### src/rtl/data_mem_ctrl.sv
// -----------------------------------------------------------------------------
// data_mem_ctrl
//   Byte-addressable data memory for the RV32 load/store unit. It uses a
//   req/ack handshake with a programmable number of wait states. It supports
//   the RV32 access sizes, steers data onto the correct byte lanes, and applies
//   sign or zero extension to loads.
//
// Parameters
//   AW           word-address width; depth = 2**AW 32-bit words
//   WAIT_CYCLES  extra wait cycles per access (0..15)
//   CLEAR_ON_RST 1 = every word is cleared by reset, 0 = array is not reset
//
// Optional feature macro: DMEM_MISALIGN_ERR_EN
//   Defined   : misaligned half/word accesses and size 2'b11 report err_o.
//               Such accesses write nothing and return rdata_o = 0.
//   Undefined : err_o is tied to 0. Misaligned low address bits are ignored,
//               and size 2'b11 is treated as a word access.
//
// Ports
//   clk_i       clock (rising edge)
//   rst_i       asynchronous reset, active-low
//   req_i       access request, sampled only in IDLE
//   we_i        1 = store, 0 = load
//   addr_i      byte address [AW+1:0]
//   size_i      00 byte, 01 half, 10 word, 11 reserved
//   unsigned_i  1 = zero-extend load, 0 = sign-extend load
//   wdata_i     right-aligned store data
//   rdata_o     formatted load data; holds until the next access
//   ack_o       one-cycle completion strobe
//   busy_o      controller not in IDLE (registered)
//   err_o       access error; qualified by ack_o
// -----------------------------------------------------------------------------
module data_mem_ctrl #(
  parameter int AW           = 5,
  parameter int WAIT_CYCLES  = 0,
  parameter int CLEAR_ON_RST = 1
) (
  input  logic          clk_i,
  input  logic          rst_i,
  input  logic          req_i,
  input  logic          we_i,
  input  logic [AW+1:0] addr_i,
  input  logic [1:0]    size_i,
  input  logic          unsigned_i,
  input  logic [31:0]   wdata_i,
  output logic [31:0]   rdata_o,
  output logic          ack_o,
  output logic          busy_o,
  output logic          err_o
);

  localparam int         DEPTH    = 2 ** AW;
  localparam bit         NO_WAIT  = (WAIT_CYCLES == 0);
  localparam logic [3:0] CNT_INIT = NO_WAIT ? 4'd0 : 4'(WAIT_CYCLES - 1);

  typedef enum logic [1:0] {
    ST_IDLE = 2'd0,
    ST_WAIT = 2'd1,
    ST_ACK  = 2'd2
  } state_t;

  state_t         r_state;
  logic [3:0]     r_cnt;
  logic           r_we;
  logic           r_uns;
  logic [AW+1:0]  r_addr;
  logic [1:0]     r_size;
  logic [31:0]    r_wdata;
  logic [31:0]    r_rdata;
  logic           r_ack;
  logic           r_busy;
  logic           r_err;

  // Effective access attributes. With zero wait states, the access happens
  // on the accepting edge itself, so the live inputs must be used. In every
  // other case, the values latched at acceptance are used.
  logic           w_in_idle;
  logic           w_fire;
  logic           w_we;
  logic           w_uns;
  logic [AW+1:0]  w_addr;
  logic [1:0]     w_size;
  logic [31:0]    w_wdata;
  logic [AW-1:0]  w_word_idx;

  assign w_in_idle  = (r_state == ST_IDLE);
  assign w_we       = w_in_idle ? we_i       : r_we;
  assign w_uns      = w_in_idle ? unsigned_i : r_uns;
  assign w_addr     = w_in_idle ? addr_i     : r_addr;
  assign w_size     = w_in_idle ? size_i     : r_size;
  assign w_wdata    = w_in_idle ? wdata_i    : r_wdata;
  assign w_word_idx = w_addr[AW+1:2];

  // Access edge: this is the edge that enters ACK. It is gated by rst_i so
  // that no write can slip into the array while reset is held.
  assign w_fire = rst_i &&
                  ((w_in_idle && req_i && NO_WAIT) ||
                   ((r_state == ST_WAIT) && (r_cnt == 4'd0)));

  // ---------------------------------------------------------------------------
  // Error detection and byte-lane enables
  // ---------------------------------------------------------------------------
  logic       w_err;
  logic [3:0] w_be_raw;
  logic [3:0] w_be;
  logic [31:0] w_wlanes;
  logic        w_mem_we;

`ifdef DMEM_MISALIGN_ERR_EN
  assign w_err = ((w_size == 2'b01) && w_addr[0]) ||
                 ((w_size == 2'b10) && (w_addr[1:0] != 2'b00)) ||
                 (w_size == 2'b11);
`else
  assign w_err = 1'b0;
`endif

  always_comb begin
    w_be_raw = 4'b1111;
    w_wlanes = w_wdata;
    case (w_size)
      2'b00: begin
        w_be_raw = 4'b0001 << w_addr[1:0];
        w_wlanes = {4{w_wdata[7:0]}};
      end
      2'b01: begin
        // Only addr[1] picks the half; addr[0] is ignored or flagged by w_err.
        w_be_raw = w_addr[1] ? 4'b1100 : 4'b0011;
        w_wlanes = {2{w_wdata[15:0]}};
      end
      default: begin
        w_be_raw = 4'b1111;
        w_wlanes = w_wdata;
      end
    endcase
  end

  assign w_be     = w_err ? 4'b0000 : w_be_raw;
  assign w_mem_we = w_fire && w_we;

  // ---------------------------------------------------------------------------
  // Storage: one byte-wide array per lane, so each lane has its own write enable.
  // ---------------------------------------------------------------------------
  logic [31:0] w_rword;

  genvar gi;
  generate
    for (gi = 0; gi < 4; gi++) begin : g_lane
      logic [7:0] r_mem [DEPTH];

      if (CLEAR_ON_RST != 0) begin : g_clr
        always_ff @(posedge clk_i or negedge rst_i) begin
          if (!rst_i) begin
            for (int i = 0; i < DEPTH; i++) begin
              r_mem[i] <= 8'h00;
            end
          end else if (w_mem_we && w_be[gi]) begin
            r_mem[w_word_idx] <= w_wlanes[gi*8 +: 8];
          end
        end
      end else begin : g_noclr
        always_ff @(posedge clk_i) begin
          if (w_mem_we && w_be[gi]) begin
            r_mem[w_word_idx] <= w_wlanes[gi*8 +: 8];
          end
        end
      end

      assign w_rword[gi*8 +: 8] = r_mem[w_word_idx];
    end
  endgenerate

  // ---------------------------------------------------------------------------
  // Load formatting: move the selected byte or half to bit 0, then extend it.
  // ---------------------------------------------------------------------------
  logic [7:0]  w_byte;
  logic [15:0] w_half;
  logic [31:0] w_load;

  assign w_byte = w_rword[{w_addr[1:0], 3'b000} +: 8];
  assign w_half = w_addr[1] ? w_rword[31:16] : w_rword[15:0];

  always_comb begin
    w_load = w_rword;
    case (w_size)
      2'b00:   w_load = w_uns ? {24'h000000, w_byte}
                              : {{24{w_byte[7]}}, w_byte};
      2'b01:   w_load = w_uns ? {16'h0000, w_half}
                              : {{16{w_half[15]}}, w_half};
      default: w_load = w_rword;
    endcase
  end

  // ---------------------------------------------------------------------------
  // Control FSM with registered outputs
  // ---------------------------------------------------------------------------
  always_ff @(posedge clk_i or negedge rst_i) begin
    if (!rst_i) begin
      r_state <= ST_IDLE;
      r_cnt   <= 4'd0;
      r_we    <= 1'b0;
      r_uns   <= 1'b0;
      r_addr  <= '0;
      r_size  <= 2'b00;
      r_wdata <= 32'h0;
      r_rdata <= 32'h0;
      r_ack   <= 1'b0;
      r_busy  <= 1'b0;
      r_err   <= 1'b0;
    end else begin
      r_ack <= 1'b0;
      case (r_state)
        ST_IDLE: begin
          if (req_i) begin
            r_we    <= we_i;
            r_uns   <= unsigned_i;
            r_addr  <= addr_i;
            r_size  <= size_i;
            r_wdata <= wdata_i;
            r_cnt   <= CNT_INIT;
            r_busy  <= 1'b1;
            r_state <= NO_WAIT ? ST_ACK : ST_WAIT;
          end
        end
        ST_WAIT: begin
          if (r_cnt == 4'd0) begin
            r_state <= ST_ACK;
          end else begin
            r_cnt <= r_cnt - 4'd1;
          end
        end
        ST_ACK: begin
          r_state <= ST_IDLE;
          r_busy  <= 1'b0;
        end
        default: begin
          r_state <= ST_IDLE;
          r_busy  <= 1'b0;
        end
      endcase

      // Stores and errored accesses return zero. Loads return the formatted word.
      if (w_fire) begin
        r_ack   <= 1'b1;
        r_err   <= w_err;
        r_rdata <= (w_we || w_err) ? 32'h0 : w_load;
      end
    end
  end

  assign rdata_o = r_rdata;
  assign ack_o   = r_ack;
  assign busy_o  = r_busy;
  assign err_o   = r_err;

endmodule

### config.mk
export PLATFORM = sky130hd
export DESIGN_NAME = data_mem_ctrl
export DESIGN_NICKNAME = d
export VERILOG_FILES = /design/src/rtl/data_mem_ctrl.sv
export SDC_FILE = /design/constraint.sdc
export NUM_CORES = 2
export LEC_CHECK = 0
export ABC_AREA = 0
export CORE_MARGIN = 2
export CORE_UTILIZATION = 60
export CTS_CLUSTER_DIAMETER = 150
export DETAILED_ROUTE_END_ITERATION = 6
export PLACE_DENSITY = 0.85
export REMOVE_ABC_BUFFERS = 1
export SYNTH_ARGS = -nofsm -noshare
export SYNTH_HDL_FRONTEND = slang
export SYNTH_SLANG_ARGS = --single-unit
### constraint.sdc
create_clock -name clk_i -period 4.95 [get_ports clk_i]
set_clock_uncertainty 0.1 [all_clocks]
set_input_delay 0.495 -clock clk_i [delete_from_list [all_inputs] [get_ports clk_i]]
set_output_delay 0.495 -clock clk_i [all_outputs]
set_load 0.02 [all_outputs]
==> reports/qor_table.md <==
| Item | Reported | Unit |
| --- | --- | --- |
| Post-Synthesis Cell Area | 50600 | um^2 |
| Fraction of final layout cells sized beyond drive strength 1 | 0.148 | - |
| Overflow after GRT | 0 | - |
| Number of buffers created by CTS | 110 | - |
| Biggest area contributors in the synthesized netlist | sky130_fd_sc_hd__dfrtp_1, sky130_fd_sc_hd__nand2_1, sky130_fd_sc_hd__mux2i_1, sky130_fd_sc_hd__mux2_2, sky130_fd_sc_hd__a21oi_1 | - |
| IO Port Bufs | 79 | - |
| Clock sink total | 1100 | - |
| Via count of the first global-routing pass | 40.3k | - |
| Clock root buffer master | sky130_fd_sc_hd__clkbuf_16 | - |
| Number of distinct library cells after synthesis | 68 | - |
| Vias/cell | 6.59 | - |
| Critical path required time | 5440 | ps |
| Number of flip-flops and latches in the synthesized netlist | 1100 | - |
| Pin slew with the least headroom to its limit | 1420 | ps |
| Number of vias after detailed routing | 41.3k | - |
| Startpoint-to-endpoint class of the critical path | flip-flop to flip-flop | - |
| Die outline height | 294 | um |
| Detailed placer's ending HPWL | 99.8 | mm |
| Number of standard-cell rows in the floorplan | 106 | - |
| Post-synth EDFFs | 0 | - |
| Detailed Routing Iterations Pass 1 | 7 | - |
| # resized after CTS | 0 | - |
| Syn Area/Cell | 9.89 | um^2 |
| Synth top area share | 0.544 | - |
| Post-route cell area | 56400 | um^2 |
| Crit path max fanout | 43 | - |
| Total Neg Setup Slack | 0 | ps |
| Post-CTS clock slew at the launch and capture registers of the worst setup and hold paths | 60 | ps |
| Slew Limit Headroom | 0.0521 | - |
| Kind of launch point of the worst setup path | flip-flop | - |
| Post-layout min period | 4450 | ps |
| Drt initial violations | 5715 | - |
| Unrepaired setup endpoints after global routing | false | - |
| Placeable core region | 83600 | um^2 |
| Most frequent cells after synthesis | sky130_fd_sc_hd__dfrtp_1, sky130_fd_sc_hd__nand2_1, sky130_fd_sc_hd__nor2_1 | - |
| Clock latency on the worst-skew pair | 690 | ps |
| Worst hold-check path type | input pin to async pin | - |
| Max Freq | 0.225 | GHz |
| Hold Fails Final Rpt | 0 | - |
| Final setup violation count | 0 | - |
| Static leakage | 26.1 | nW |
| Library cell with the highest instance count after synthesis | sky130_fd_sc_hd__dfrtp_1 | - |
| Max Transition Viols Final | 0 | - |
| Clock tree from TritonCTS | done | - |
| Proportion of synthesized chip area in sequential cells | 0.544 | - |
| Fin nets | 5143 | - |
| Number of buffers inserted for hold repair after clock tree synthesis | 1 | - |
| Buffers inserted during post-CTS setup optimization | 0 | - |
| Outcome | complete, but fails checks | - |
| Cell count after synthesis | 5116 | - |
| CTS H-tree depth | 3 | - |
| Maximum capacitance violations | 0 | - |
| Maximum number of pins on one net before global-route repair | 188 | - |
| Warnings from Yosys | 0 | - |
| Wire length of the first global-routing pass | 239 | mm |
| Worst-case hold slack | 260 | ps |
| Clock tree buffer depth | 3 | - |
| Detail Route Antenna Nets | 0 | - |
| Die area | 86700 | um^2 |
| Share of the cycle needed by the critical path after routing | 0.900 | - |
| Worst reg2reg path depth | 8 | - |
| CP Capture Type | flip-flop | - |
| Total I/O pin count | 81 | - |
| Yosys top cell by area | sky130_fd_sc_hd__dfrtp_1 | - |
| All-layer global routing usage | 0.360 | - |
| Total placed instance area | 52800 | um^2 |
| Number of antenna violations at the first check in global routing | 7 | - |
| Fillcell total | 5954 | - |
| VDD IR max | 0.286 | mV |
| PD cells | 406 | nW/um^2 |
| Slack of the worst reg-to-reg path | 500 | ps |
| Post-route DRC violation count | 1 | - |
| Share of synthesized flip-flops with an asynchronous set or reset | 1.00 | - |
| Predominant post-synthesis flop cell | sky130_fd_sc_hd__dfrtp_1 | - |
| Arrival time at the worst endpoint | 4950 | ps |
| Initial Util | 0.606 | - |
| Placer congestion estimate | 0.995 | - |
| Width of the die | 294 | um |
| Area Overhead vs Synth | 11.4 | % |
| Final Routed Wirelength | 156 | mm |
| Routed wirelength normalized by instance count | 24.8 | um |
| Violations in the final reports | DRC | - |
==> power breakdown <==
part	internal (W)	leakage [nW]	total, W	switching [W]
sequential	0.00995	15.0	0.0105	0.000578
clock	0.00467	1.73	0.00825	0.00358
combinational	0.00139	9.35	0.00413	0.00274
==> metal layers <==
metal / global-route usage / routed length, um / part of all wire / vias up
met3: 0.113 / 20800 / 0.13 / 620
met2: 0.530 / 67900 / 0.44 / 2748
li1: - / - / - / 17700
met5: 0 / 27 / 0.00017 / -
met1: 0.477 / 57200 / 0.37 / 20300
met4: 0.193 / 9570 / 0.061 / 4
==> sequential cells by signal (all words and copies together), names as in the netlist <==
name	count
g_lane.r_mem	1024
r_wdata	32
rdata_o	32
r_addr	7
r_size	2
ack_o	1
busy_o	1
r_uns	1
==> cells by family after synthesis <==
logic type / Yosys count / synth area share
AOI/OAI and AO/OA: 1150 / 0.131
muxes: 616 / 0.129
and+or+nand+nor: 1832 / 0.157
other: 1 / 0.0000741
DFF: 1100 / 0.544
buffers and inverters: 417 / 0.0385
==> worst paths after layout <==
check                       startpoint              endpoint
min                              rst_i  g_lane[1].r_mem[244]
min in group clk_i         wdata_i[10]           r_wdata[10]
max reg2reg                     busy_o  g_lane[0].r_mem[102]
max                             busy_o  g_lane[0].r_mem[102]
min reg2reg                r_wdata[12]           r_wdata[12]
max in group asynchronous        rst_i  g_lane[2].r_mem[145]
==> cell type report <==
cell class,count,area [um^2],area share
timing repair buffer,276,2510,0.0446
clock buffer,170,3250,0.0576
inverter,10,38.8,0.000688
multi-input combinational,3599,21400,0.379
tap,1080,1350,0.0240
sequential,1100,27500,0.488
clock inverter,31,305,0.00542
antenna,6,15.0,0.000266
==> worst max-delay path, cell delays in order (launching register included) <==
cell and delay, ps:
sky130_fd_sc_hd__dfrtp_4 900, sky130_fd_sc_hd__buf_4 420, sky130_fd_sc_hd__mux2i_1 520, sky130_fd_sc_hd__nor2_1 320
sky130_fd_sc_hd__or3_2 590, sky130_fd_sc_hd__buf_4 390, sky130_fd_sc_hd__nor3_4 700, sky130_fd_sc_hd__nor2_1 150
sky130_fd_sc_hd__a21oi_1 200
==> metrics by stage <==
step                      setup slack, ps  instances  total power (W)   util
after CTS                             650       6266           0.0228  0.675
after global routing                  416       6268           0.0237  0.675
after floorplan                     -7400       4709           0.0129      -
after global placement                619       6064           0.0144  0.632
final                                 496       6272           0.0229  0.675
after detailed placement              591       6064           0.0146  0.632
==> cell usage in the layout (no fill, tap or decap), types with 4 or more instances in the layout <==
cell type,instances
sky130_fd_sc_hd__clkdlybuf4s50_1,78
sky130_fd_sc_hd__nor3_4,26
sky130_fd_sc_hd__buf_12,19
sky130_fd_sc_hd__clkinv_2,16
sky130_fd_sc_hd__o22ai_1,57
sky130_fd_sc_hd__nor2_1,541
sky130_fd_sc_hd__mux2i_1,336
sky130_fd_sc_hd__or3_1,5
sky130_fd_sc_hd__a21oi_1,500
sky130_fd_sc_hd__a21oi_2,32
sky130_fd_sc_hd__clkbuf_16,110
sky130_fd_sc_hd__a31oi_1,41
sky130_fd_sc_hd__nand2_2,4
sky130_fd_sc_hd__and2_1,15
sky130_fd_sc_hd__inv_1,8
sky130_fd_sc_hd__dfrtp_1,1099
sky130_fd_sc_hd__mux2_2,265
sky130_fd_sc_hd__nand3_1,46
sky130_fd_sc_hd__nand4_1,32
sky130_fd_sc_hd__nand2_1,1032
sky130_fd_sc_hd__mux2i_4,10
sky130_fd_sc_hd__and3_1,42
sky130_fd_sc_hd__o21ai_0,313
sky130_fd_sc_hd__a211oi_1,9
sky130_fd_sc_hd__o211ai_1,7
sky130_fd_sc_hd__o21ai_2,10
sky130_fd_sc_hd__o221ai_1,6
sky130_fd_sc_hd__clkbuf_1,33
sky130_fd_sc_hd__clkbuf_8,27
sky130_fd_sc_hd__nand4b_1,4
sky130_fd_sc_hd__o21ai_1,13
sky130_fd_sc_hd__nand4bb_1,5
sky130_fd_sc_hd__clkinvlp_4,6
sky130_fd_sc_hd__a2bb2oi_1,8
sky130_fd_sc_hd__diode_2,6
sky130_fd_sc_hd__nor4_1,14
sky130_fd_sc_hd__nor2b_1,11
sky130_fd_sc_hd__buf_4,177
sky130_fd_sc_hd__nor3_2,34
sky130_fd_sc_hd__a32oi_1,135
Note: power is estimated with default switching activity, not from simulation.
